`src/rtl/seq_pkg.sv`:
```
// Shared definitions for the sequence display block: digit/address widths,
// FSM state encoding and the round-length clamp.
package seq_pkg;

   localparam int DIGIT_W = 4;
   localparam int MAX_LVL = 5;
   localparam int ADDR_W  = 5;
   localparam int LVL_W   = 3;

   typedef enum logic [2:0] {
      ST_IDLE,
      ST_FETCH,
      ST_WAIT,
      ST_LATCH,
      ST_SHOW,
      ST_GAP,
      ST_DONE
   } state_t;

   // A round always shows at least one digit and never more than the
   // sequence register can hold.
   function automatic logic [LVL_W-1:0] clamp_lvl(input logic [LVL_W-1:0] lvl,
                                                  input int               max_lvl);
      logic [LVL_W-1:0] res;
      if (lvl == '0)
         res = LVL_W'(1);
      else if (int'(lvl) > max_lvl)
         res = LVL_W'(max_lvl);
      else
         res = lvl;
      return res;
   endfunction

endpackage

```
`src/rtl/display_timer.sv`:
```
// Window timer for the digit hold and gap phases: counts enabled clocks from
// zero and flags the last clock of a window of i_limit clocks.
module display_timer #(
   parameter int W = 4
) (
   input  logic         clk,
   input  logic         rst,
   input  logic         i_clear,
   input  logic         i_enable,
   input  logic [W-1:0] i_limit,
   output logic         o_done
);

   logic [W-1:0] r_cnt;
   logic         w_last;

   assign w_last = (r_cnt == i_limit - W'(1));
   assign o_done = i_enable && w_last;

   // Count enabled clocks; clear restarts a window, terminal count holds.
   always_ff @(posedge clk) begin
      // NOTE: registers are updated with <= so every flop samples pre-edge values.
      if (!rst)
         r_cnt <= '0;
      else if (i_clear)
         r_cnt <= '0;
      else if (i_enable && !w_last)
         r_cnt <= r_cnt + W'(1);
   end

endmodule

```
`src/rtl/sequence_display.sv`:
```
// Producer side of the sequence-check handshake: reads the round's digits from
// sequence RAM, shows each for a hold window followed by a blank gap, builds
// the packed expected sequence and pulses display_done at the end.
module sequence_display
   import seq_pkg::*;
#(
   parameter int                SHOW_CYCLES = 25_000_000,
   parameter int                GAP_CYCLES  = 5_000_000,
   parameter int                MAX_LVL     = seq_pkg::MAX_LVL,
   parameter logic [ADDR_W-1:0] BASE_ADDR   = 5'd0
) (
   input  logic                       clk,
   input  logic                       rst,
   input  logic                       start,
   input  logic [LVL_W-1:0]           LVL,
   input  logic [DIGIT_W-1:0]         RAM_data,
   output logic                       RAM_r,
   output logic [ADDR_W-1:0]          RAM_addr,
   output logic [DIGIT_W-1:0]         digit_out,
   output logic                       digit_valid,
   output logic [DIGIT_W*MAX_LVL-1:0] S_out,
   output logic                       busy,
   output logic                       display_done
);

   localparam int SEQ_W   = DIGIT_W * MAX_LVL;
   localparam int T_MAX   = (SHOW_CYCLES > GAP_CYCLES) ? SHOW_CYCLES : GAP_CYCLES;
   localparam int TIMER_W = $clog2(T_MAX + 1);

   state_t               r_state;
   state_t               w_next;
   logic [LVL_W-1:0]     r_n;
   logic [LVL_W-1:0]     r_idx;
   logic [LVL_W-1:0]     w_idx_next;
   logic                 w_last_digit;

   logic                 w_tmr_clr;
   logic                 w_tmr_en;
   logic                 w_tmr_done;
   logic [TIMER_W-1:0]   w_limit;

   logic                 r_ram_r;
   logic [ADDR_W-1:0]    r_ram_addr;
   logic [DIGIT_W-1:0]   r_digit;
   logic                 r_valid;
   logic [SEQ_W-1:0]     r_s_out;
   logic                 r_busy;
   logic                 r_done;

   assign w_last_digit = (r_idx == r_n - LVL_W'(1));
   assign w_limit      = (r_state == ST_GAP) ? TIMER_W'(GAP_CYCLES) : TIMER_W'(SHOW_CYCLES);

   display_timer #(
      .W (TIMER_W)
   ) u_timer (
      .clk      (clk),
      .rst      (rst),
      .i_clear  (w_tmr_clr),
      .i_enable (w_tmr_en),
      .i_limit  (w_limit),
      .o_done   (w_tmr_done)
   );

   // Next-state, next digit index and timer control for the display sequence.
   always_comb begin
      // NOTE: every signal gets a default first so no path leaves it unassigned (no latches).
      w_next     = r_state;
      w_idx_next = r_idx;
      w_tmr_clr  = 1'b0;
      w_tmr_en   = 1'b0;
      case (r_state)
         ST_IDLE: begin
            if (start) begin
               w_next     = ST_FETCH;
               w_idx_next = '0;
            end
         end
         ST_FETCH: w_next = ST_WAIT;
         ST_WAIT:  w_next = ST_LATCH;
         ST_LATCH: begin
            w_next    = ST_SHOW;
            w_tmr_clr = 1'b1;
         end
         ST_SHOW: begin
            w_tmr_en = 1'b1;
            if (w_tmr_done) begin
               w_next    = ST_GAP;
               w_tmr_clr = 1'b1;
            end
         end
         ST_GAP: begin
            w_tmr_en = 1'b1;
            if (w_tmr_done) begin
               w_tmr_clr = 1'b1;
               if (w_last_digit) begin
                  w_next = ST_DONE;
               end else begin
                  w_next     = ST_FETCH;
                  w_idx_next = r_idx + LVL_W'(1);
               end
            end
         end
         ST_DONE: w_next = ST_IDLE;
         default: w_next = ST_IDLE;
      endcase
   end

   // State, index and registered outputs; outputs follow the state being entered.
   always_ff @(posedge clk) begin
      if (!rst) begin
         r_state    <= ST_IDLE;
         r_n        <= '0;
         r_idx      <= '0;
         r_ram_r    <= 1'b0;
         r_ram_addr <= '0;
         r_digit    <= '0;
         r_valid    <= 1'b0;
         r_s_out    <= '0;
         r_busy     <= 1'b0;
         r_done     <= 1'b0;
      end else begin
         r_state <= w_next;
         r_idx   <= w_idx_next;
         r_ram_r <= (w_next == ST_FETCH);
         r_valid <= (w_next == ST_SHOW);
         r_busy  <= (w_next != ST_IDLE);
         r_done  <= (w_next == ST_DONE);

         // Address wraps modulo 32 by construction of the 5-bit sum.
         if (w_next == ST_FETCH)
            r_ram_addr <= BASE_ADDR + ADDR_W'(w_idx_next);

         if (r_state == ST_IDLE && start) begin
            r_n     <= clamp_lvl(LVL, MAX_LVL);
            r_s_out <= '0;
         end

         if (r_state == ST_LATCH) begin
            r_digit <= RAM_data;
            r_s_out[(SEQ_W - 1) - DIGIT_W * int'(r_idx) -: DIGIT_W] <= RAM_data;
         end else if (r_state == ST_SHOW && w_tmr_done) begin
            r_digit <= '0;
         end
      end
   end

   assign RAM_r        = r_ram_r;
   assign RAM_addr     = r_ram_addr;
   assign digit_out    = r_digit;
   assign digit_valid  = r_valid;
   assign S_out        = r_s_out;
   assign busy         = r_busy;
   assign display_done = r_done;

endmodule

```
`config.mk`:
```
export PLATFORM = sky130hd
export DESIGN_NAME = sequence_display
export DESIGN_NICKNAME = d
export VERILOG_FILES = /design/src/rtl/seq_pkg.sv /design/src/rtl/display_timer.sv /design/src/rtl/sequence_display.sv
export SDC_FILE = /design/constraint.sdc
export NUM_CORES = 1
export LEC_CHECK = 0
export BUFFER_PORTS_ARGS = -buffer_cell sky130_fd_sc_hd__buf_4
export CAP_MARGIN = 30
export CORE_AREA = 2 2 127 67
export CTS_CLUSTER_SIZE = 24
export DETAILED_ROUTE_END_ITERATION = 7
export DIE_AREA = 0 0 129 69
export MAX_ROUTING_LAYER = met4
export PLACE_DENSITY = 0.58
export SYNTH_ARGS = -nofsm -noshare
export SYNTH_HDL_FRONTEND = slang
export SYNTH_SLANG_ARGS = --single-unit
```
`constraint.sdc`:
```
create_clock -name clk -period 3.6 [get_ports clk]
set_clock_uncertainty 0.2 [all_clocks]
set_input_delay 0.36 -clock clk [delete_from_list [all_inputs] [get_ports clk]]
set_output_delay 0.36 -clock clk [all_outputs]
set_load 0.03 [all_outputs]
```
### Word level (Yosys, flattened, before mapping)

Cells that the tools add are included.

| operators by class | value |
|---|---|
| add/sub/neg operators | 6 |
| magnitude comparators | 1 |
| eq/ne operators | 10 |
| shift operators | 2 |
| mux-type cells | 21 |
| bitwise gates (word level) | 1 |
| reduce and logical (&&, ||, !) cells | 11 |

Operators by type and width:

| operator | number |
|---|---|
| $mux W20 | 3 |
| $neg A6 Y33 | 1 |
| $shift A4 B33 Y23 const A | 1 |
| $shiftx A4 B33 Y23 | 1 |
| $mux W3 | 9 |
| $add A25 B1 Y25 const B | 1 |
| $eq A25 B25 Y1 | 1 |
| $mux W25 | 1 |
| $sub A25 B1 Y25 const B | 1 |
| $bwmux W20 | 1 |
| $pmux W3 S6 | 1 |
| $eq A3 B3 Y1 const B | 4 |
| $mux W4 | 2 |
| $eq A3 B1 Y1 const B | 2 |
| $eq A3 B2 Y1 const B | 2 |
| $logic_not A3 Y1 | 2 |
| $pmux W3 S2 | 1 |
| $sub A5 B5 Y6 const A | 1 |
| $logic_and A1 B1 Y1 | 4 |
| $reduce_or A2 Y1 | 2 |
| $add A3 B1 Y3 const B | 1 |
| $eq A3 B3 Y1 | 1 |
| $gt A3 B3 Y1 const B | 1 |
| $reduce_bool A3 Y1 | 1 |
| 6 further kinds | 7 |

| word-level totals | value |
|---|---|
| bits in registers | 65 |
| input port bits | 10 |
| output and inout bits | 33 |
| word-level logic and storage cells | 63 |

### Logic depth before layout (Yosys ltp)

Gate-level depths: netlist of run 1.

| logic depth | value |
|---|---|
| depth in word-level cells | 8 |
| depth in mapped cells | 9 |
| gate-level depth less buffers | 9 |

### By module

From an unflattened synthesis of run 1, not the netlist that was laid out.

| second synthesis, totals | value |
|---|---|
| cells, all modules | 517 |
| area total of the unflattened synthesis | 4,225.3 um2 |

By module, submodules not included:

| module | times used | cells each | area each (um2) | seq. area each (um2) |
|---|---|---|---|---|
| display_timer | 1 | 294 | 2,259.7 | 500.5 |
| sequence_display | 1 | 223 | 1,965.6 | 800.8 |

### Worst setup path before layout of run 1

No wires, ideal clock.

| timing path | value |
|---|---|
| path kind | flip-flop to flip-flop |
| start | reg r_idx[0] |
| end | reg r_s_out[1], in the netlist S_out[1] |
| library setup time | 65 ps |
| arrival time | 2,078 ps |
| required time | 3,335 ps |
| path slack | 1,257 ps |
| stages on the path, launching flop included | 10 |
| path buffers | 2 |
| period minus slack after synthesis | 2,343 ps |
| cell sequence | dfxtp_1 -> clkbuf_1 -> inv_1 -> ha_1 -> clkbuf_1 -> mux2i_1 -> nand2_1 -> nor3_1 -> mux2_2 -> nor2_1 |

| on the way | value |
|---|---|
| word-level cells in the longest chain between the ends | 5 |
| elaborated cells between the ends (all ways) | 6 |
| those cells by class | add/sub: 2; shift: 2; mux: 2 |

Ends and longest elaborated chain:

| element | RTL line | text |
|---|---|---|
| start: declaration | sequence_display.sv:33 | `logic [LVL_W-1:0] r_idx;` |
| start signal: assignment | sequence_display.sv:123 | `r_idx <= w_idx_next;` |
| $sub A5 B5 Y6 * | sequence_display.sv:140 | `r_s_out[(SEQ_W - 1) - DIGIT_W * int'(r_idx) -: DIGIT_W] <= RAM_data;` |
| $neg A6 Y33 * | sequence_display.sv:140 |  |
| $shiftx A4 B33 Y23 / $shift A4 B33 Y23 (equally long branches) | sequence_display.sv:140 |  |
| $bwmux W20 * | sequence_display.sv:140 |  |
| $mux W20 * | sequence_display.sv:138 | `if (r_state == ST_LATCH) begin` |
| end signal: indexed assignment | sequence_display.sv:140 |  |
| end: declaration | sequence_display.sv:46 | `logic [SEQ_W-1:0] r_s_out;` |

Mark *: on every way between the ends. The rest lies on a longest branch, timed or not.
A chain may end at the register's enable or synchronous reset.

### Worst setup path after layout of run 1

| timing path | value |
|---|---|
| start | reg r_idx[0] |
| end | reg r_s_out[10], in the netlist S_out[10] |

The elaborated chain is that of the path after synthesis.

==> results of run 1 <==
[final cells by class]
cell class / count / area (µm²) / share of cell area
Sequential cell: 65 / 1300 / 0.350
Multi-Input combinational cell: 272 / 1640 / 0.441
Clock buffer: 11 / 243 / 0.0653
Clock inverter: 3 / 42.5 / 0.0114
Tap cell: 112 / 140 / 0.0377
Inverter: 8 / 30.0 / 0.00808
Timing Repair Buffer: 43 / 323 / 0.0868
[registers in the layout, summed over array words and instances (netlist names)]
| register | count |
|---|---|
| r_n | 3 |
| display_done | 1 |
| r_idx | 3 |
| RAM_addr | 3 |
| u_timer.r_cnt | 25 |
| digit_valid | 1 |
| RAM_r | 1 |
| r_state | 3 |
| digit_out | 4 |
| S_out | 20 |
| busy | 1 |
[synth_stat cells (all sizes together) (7+ instances only)]
| cell | number |
|---|---|
| a21oi | 26 |
| clkbuf | 15 |
| dfxtp | 65 |
| inv | 8 |
| nand2 | 29 |
| nand3 | 24 |
| nand3b | 8 |
| nand4 | 9 |
| nor2 | 52 |
| nor3 | 12 |
| nor4 | 12 |
| nor4b | 7 |
| o21ai | 8 |
| xnor2 | 22 |
[cells by family (layout without fill, tap and decap cells)]
group	after synthesis	in the layout	synth area share
adders and majority gates	4	4	0.0163
buffers and inverters	29	65	0.0413
AOI/OAI and AO/OA	51	51	0.101
DFF	65	65	0.425
muxes	5	5	0.0172
other	1	2	0.00122
xor gates and xnor gates	26	26	0.0788
and+or+nand+nor	184	184	0.319
[per-layer routing]
metal | wire [µm] | global-route usage | up-vias
met3 | 597 | 0.0582 | 6
met4 | 81 | 0.0507 | 0
li1 | - | - | 1359
met1 | 4540 | 0.324 | 1229
met2 | 2850 | 0.219 | 82
met5 | 0 | - | -
[cells in the final DEF (no fill, tap or decap), types with 3 or more instances in the layout]
cell type and instances:
xnor2_1 22, and3_1 5, nor2_1 52, dfxtp_1 65
xor2_1 3, o21ai_0 5, nand2_1 29, nor4b_1 5
mux2i_1 3, buf_4 43, nor3_1 12, o21ai_1 3
o31ai_1 3, a21oi_1 26, a31oi_1 3, nand3_1 24
a22oi_1 4, nand3b_1 8, ha_1 4, nor4_1 12
inv_1 8, nor3b_1 4, or2_2 4, clkbuf_16 9
nand4_1 8, or3_1 6
[worst max path at each step]
stage,from,end,cells past startpoint
6_report,r_idx[0]$_SDFF_PN0_,S_out[10]$_SDFF_PN0_,7
5_1_grt,r_idx[0]$_SDFF_PN0_,S_out[8]$_SDFF_PN0_,7
4_1_cts,r_idx[0]$_SDFF_PN0_,S_out[10]$_SDFF_PN0_,7
3_5_place_dp,r_idx[0]$_SDFF_PN0_,S_out[10]$_SDFF_PN0_,7
3_3_place_gp,r_idx[0]$_SDFF_PN0_,S_out[10]$_SDFF_PN0_,7
2_1_floorplan,r_idx[0]$_SDFF_PN0_,S_out[1]$_SDFF_PN0_,9
[per-stage QoR]
stage	setup slack (ns)	util
detailed placement	1.02	0.440
global route	0.777	0.477
floorplan	1.26	-
global placement	1.03	0.440
CTS	1.02	0.477
finish	0.966	0.477
[critical path: stages, from the launching register on]
cell      delay, ns
dfxtp_1        0.58
inv_1          0.14
ha_1           0.31
mux2i_1        0.19
nand2_1        0.11
nor3b_1        0.72
nand3b_1       0.20
a21oi_1        0.07
[power groups by stage]
stage / logic [W] / clock network [W] / registers [W]
6_report: 0.000118 / 0.000844 / 0.000741
5_1_grt: 0.000131 / 0.000893 / 0.000742
4_1_cts: 0.000118 / 0.000867 / 0.000740
3_5_place_dp: 0.000118 / 0 / 0.000755
3_3_place_gp: 0.000119 / 0 / 0.000755
2_1_floorplan: 0.0000685 / 0 / 0.000764
==> metrics.yaml, run 1 <==
final_layout:
  final_area_um2: 3720
  fin_cells: 514
  n_antenna_cell: 0
  syn_to_final_growth_pct: 21.4
  drive_gt1_frac: 0.167
  nets: 413
  nFillCells: 750
sta:
  rsz0062_at_grt: "no"
  holdWs_ns: 0.105
  tightest_slew_ns: 0.829
  min_period_over_period: 0.732
  setup_viol: 0
  min_period_ns: 2.63
  fin_tns_setup_ns: 0
  slew_violations: 0
  hold_violations: 0
  relSlewSlack: 0.448
  fmax_mhz: 380
drt:
  drc: 0
  vias_per_cell: 5.21
  drtAntennaViolNets: 0
  wl_um: 8070
  dr.pass1.iters: 4
  vias: 2676
  wl_per_cell_um: 15.7
  drt_iter0_drc: 308
power:
  power.total_w: 0.00170
  power_frac_clock: 0.496
  p_per_area_nw_per_um2: 458
  sw_frac_of_total: 0.227
  p_switching_w: 0.000386
  p_int_w: 0.00132
  power.leakage_nw: 1.36
  seqPwrFrac: 0.435
  p_comb_frac: 0.069
  ir_drop_uv: 270
global_routing:
  grt_overflow: 0
  grt_pass1_wl_um: 13200
  grtUsageTotal: 0.197
  first_global_vias: 2485
  grt_max_degree: 33
  antenna_found_initial: 0
synthesis:
  synth_cell_types: 47
  synth_ff_type: "dfxtp_1"
  yosysWarnings: 0
  postSynthCellCount: 365
  ys_ff_latch: 65
  syn_area_um2: 3060
  yosys.area.top_type_share: 0.425
  synth-seq-area-share: 0.425
  synth_area_leaders: "dfxtp_1, nor2_1, xnor2_1, a21oi_1, nand3_1"
  synth_largest_area_cell: "dfxtp_1"
  postSynthAreaPerCell_um2: 8.39
  synthArstFlopShare: 0
  synth-edff-count: 0
cts:
  cts_resized: 0
  clock_path_buffers: 2
  clock_latency_ns: 0.33
  clock-sinks: 65
  root_buffer: "clkbuf_16"
  htreeDepth: 3
  post-cts-setup-buffers: 0
  cts_tree: "built"
  cts_made_buffers: 9
  hold_buffers: 0
  clk_pin_slew_ns: 0.05
critical_path:
  endpoint_kind: "flop"
  reg2reg_to: "S_out[10]$_SDFF_PN0_"
  worstPathMaxFanout: 11
  critPathKind: "reg2reg"
  cp_data_required_time_ns: 3.60
  worstReg2RegStart: "r_idx[0]$_SDFF_PN0_"
  ff2ff_path_depth: 7
  rrSetupSlack_ns: 0.97
  start_kind: "flop"
  worstPathArrival_ns: 2.63
job:
  cap_violations: 0
floorplanning:
  rows: 23
  initial_core_util: 0.393
  die_area_um2: 8900
  die_h_um: 69
  die_x_um: 129
  core_um2: 7800
  ioPinCount: 43
place:
  gp_congestion: 0.883
  dpl_cell_area_um2: 3430
  placed_cells: 500
  port_buffers: 40
  dp_hpwl_um: 5830
hold_path:
  hold_depth: 3
  min-delay-start: "LVL[2]"
  hold_path_class: "in2reg"
  hold_path_end: "r_n[2]$_SDFFE_PN0P_"
run_status:
  status: "complete, no violations"
Note: power is estimated with default switching activity, not from simulation.
==> inputs of run 2 (changes only) <==
--- a/config.mk
+++ b/config.mk
@@ -12,7 +12,7 @@
 export DETAILED_ROUTE_END_ITERATION = 7
 export DIE_AREA = 0 0 129 69
 export MAX_ROUTING_LAYER = met4
-export PLACE_DENSITY = 0.58
+export PLACE_DENSITY = 0.6
 export SYNTH_ARGS = -nofsm -noshare
 export SYNTH_HDL_FRONTEND = slang
 export SYNTH_SLANG_ARGS = --single-unit
==> constraint.sdc (replaced) <==
create_clock -name clk -period 2.2 [get_ports clk]
set_clock_uncertainty 0.2 [all_clocks]
set_input_delay 0.22 -clock clk [delete_from_list [all_inputs] [get_ports clk]]
set_output_delay 0.22 -clock clk [all_outputs]
set_load 0.03 [all_outputs]
==> run 2 against run 1 <==
- setup slack got worse by 1.1 ns
- the flow now finishes with violations (setup timing)
- sequential cell count stayed put
- critical path depth is 2 higher
- design area up 25%
- via count up 16%
- sequential share of layout area decreased by 6.8 points
- maximum frequency increased by 15%
- count of clock-buffer cells in the layout is 1 higher
- hold slack got worse by 0.056 ns
- clock power up 71%
- first-iteration DRC count is 30% lower
- largest power group unchanged
==> metrics.yaml, run 2 (synthesis gave the netlist of run 1 again) <==
cts:
  clock_latency_ns: 0.33  # about the same
  cts_tree: "built"
  htreeDepth: 3  # unchanged
  root_buffer: "clkbuf_16"
  cts_made_buffers: 9  # unchanged
  clk_pin_slew_ns: 0.05  # about the same
  clock_path_buffers: 2  # unchanged
  clock-sinks: 65  # unchanged
critical_path:
  crit_start: "u_timer.r_cnt[5]$_SDFFE_PP0P_"
  path_delay_family: "buffers and inverters"
  start_kind: "flop"
  crit_path_end: "u_timer.r_cnt[8]$_SDFFE_PP0P_"
  endpoint_kind: "flop"
  worstPathMaxFanout: 6  # -5
  path_cells: "nor4bb_2, buf_4, nand4_1, buf_4, a211oi_4, buf_4, a211o_4, clkbuf_16, nor2_1"
  critPathKind: "reg2reg"
  critPathSlowestCell: "dfxtp_2"
  critPathMaxStageDelay_ns: 0.33  # -0.39 ns
  worstSetupPathDepth: 9  # +2
  cp_data_required_time_ns: 2.22  # -1.38 ns
  worstPathArrival_ns: 2.31  # -0.32 ns
  rrSetupSlack_ns: -0.09  # -1.06 ns
  worstReg2RegStart: "u_timer.r_cnt[5]$_SDFFE_PP0P_"
  reg2reg_to: "u_timer.r_cnt[8]$_SDFFE_PP0P_"
  crit_buf_inv: 4  # +3
  cpMostUsedCell: "buf_4"
  ff2ff_path_depth: 9  # +2
place:
  placed_cells: 561  # +12%
  pre_cts_ws_ns: -0.141  # -1.16 ns
  dp_hpwl_um: 6510  # +12%
  dpl_cell_area_um2: 3910  # +14%
  gp_congestion: 0.859  # -2.8%
  port_buffers: 40  # unchanged
final_layout:
  final_common_cell: "buf_4"
  nets: 489  # +18%
  syn_to_final_growth_pct: 51.4
  fin_cells: 591  # +15%
  largest_reg_flops: 25  # unchanged
  final_area_um2: 4640  # +25%
  mostFrequentLayoutCells: "buf_4, dfxtp_1, nor2_1"
  drive_gt1_frac: 0.384  # +0.217
  nFillCells: 687  # -8.4%
  seqCellArea_um2: 1310  # +0.58%
  largest_register: "u_timer.r_cnt"
  multi_input_area_um2: 1890  # +15%
  n_antenna_cell: 0  # unchanged
sta:
  slew_violations: 0  # unchanged
  hold_violations: 0  # unchanged
  min_period_over_period: 1.04  # +0.311
  setup_ws_ns: -0.0931  # -1.06 ns
  min_period_ns: 2.29  # -0.340 ns
  fmax_mhz: 436  # +15%
  fin_tns_setup_ns: -2.10  # -2.10 ns
  rsz0062_at_grt: "yes"
  setup_viol: 30  # +30
power:
  ir_drop_uv: 489  # +81%
  power.leakage_nw: 1.85  # +36%
  p_int_w: 0.00224  # +70%
  sw_frac_of_total: 0.233  # +0.00615
  p_per_area_nw_per_um2: 630  # +38%
  seqPwrFrac: 0.414  # -0.021
  power.total_w: 0.00292  # +72%
  p_comb_frac: 0.095  # +0.026
  power_frac_clock: 0.491  # -0.005
  p_switching_w: 0.000681  # +76%
global_routing:
  first_global_vias: 2738  # +10%
  grt_pass1_wl_um: 14600  # +10%
  grtUsageTotal: 0.219  # +0.0215
  grt_overflow: 0  # unchanged
  grt_max_degree: 26  # -21%
  antenna_found_initial: 0  # unchanged
hold_path:
  hold_path_class: "in2reg"
run_status:
  violations: "setup timing"
  status: "finished, violations left"
drt:
  dr.pass1.iters: 5  # +1
  wl_per_cell_um: 16.3  # +3.7%
  wl_um: 9630  # +19%
  vias_per_cell: 5.24  # +0.59%
  vias: 3095  # +16%
  drc: 0  # unchanged
  drtAntennaViolNets: 0  # unchanged
  drt_iter0_drc: 217  # -30%
floorplanning:
  rows: 23  # unchanged
  ioPinCount: 43  # unchanged
  die_h_um: 69  # unchanged
  initial_core_util: 0.393  # unchanged
  core_um2: 7800  # unchanged
  die_x_um: 129  # unchanged
  die_area_um2: 8900  # unchanged
job:
  cap_violations: 0  # unchanged
[run 2: cell types whose count changed in the layout (fill, tap and decap cells not counted), moves of 5 or more]
cell / delta
buf_6: +5
dfxtp_2: +6
dlygate4sd3_1: +6
nor2_2: +7
a21oi_2: +5
nor2_1: -8
a21oi_1: -6
buf_4: +62
dfxtp_1: -6
[run 2: repair_timing]
action | CTS | global route
endpoints found under the hold margin | 14 | 0
hold buffers | 6 | 0
pin swaps | 9 | 18
resized for setup | 15 | 44
setup endpoints to repair | 33 | 42
buffers inserted | 2 | 4
cloned | 0 | 3
[run 2: through the flow]
stage | utilization | hold slack (ns)
floorplan | - | 0.130
global placement | 0.502 | 0.245
detailed placement | 0.502 | 0.258
CTS | 0.557 | 0.0404
global route | 0.595 | 0.0999
finish | 0.595 | 0.0495
[run 2: worst min path at each step]
stage,to,start,depth (start not counted),slack (ns)
6_report,r_n[0]$_SDFFE_PN0P_,LVL[0],3,0.05
5_1_grt,r_n[0]$_SDFFE_PN0P_,LVL[0],3,0.1
4_1_cts,r_n[0]$_SDFFE_PN0P_,LVL[0],3,0.04
3_5_place_dp,r_n[2]$_SDFFE_PN0P_,r_n[2]$_SDFFE_PN0P_,2,0.26
3_3_place_gp,r_n[2]$_SDFFE_PN0P_,r_n[2]$_SDFFE_PN0P_,2,0.24
2_1_floorplan,busy$_SDFF_PN0_,rst,1,0.13
[run 2: final cells by class]
cell class                 instances  area share
clock inverter                     3     0.00863
timing repair buffer             119       0.210
multi-input combinational        272       0.407
clock buffer                      12      0.0553
tap                              112      0.0302
sequential                        65       0.282
inverter                           8     0.00648
[run 2: layer usage]
metal  wire length, µm  vias up  global-route usage
met5                 0        -                   -
met4               125        0              0.0580
met3               687       12              0.0675
met2              3590      113               0.252
met1              5220     1464               0.348
li1                  -     1506                   -
[run 2: worst register-to-register path: stages, from the launching register on]
cell       delay, ns
dfxtp_2         0.33
nor4bb_2        0.29
buf_4           0.16
nand4_1         0.15
buf_4           0.21
a211oi_4        0.27
buf_4           0.17
a211o_4         0.18
clkbuf_16       0.17
nor2_1          0.05
[run 2: power groups by stage]
| stage | Sequential [W] | Combinational, W | Clock (W) |
|---|---|---|---|
| 3_5_place_dp | 0.00123 | 0.000223 | 0 |
| 6_report | 0.00121 | 0.000277 | 0.00144 |
| 4_1_cts | 0.00121 | 0.000235 | 0.00146 |
| 2_1_floorplan | 0.00125 | 0.000112 | 0 |
| 3_3_place_gp | 0.00123 | 0.000222 | 0 |
| 5_1_grt | 0.00121 | 0.000298 | 0.00151 |
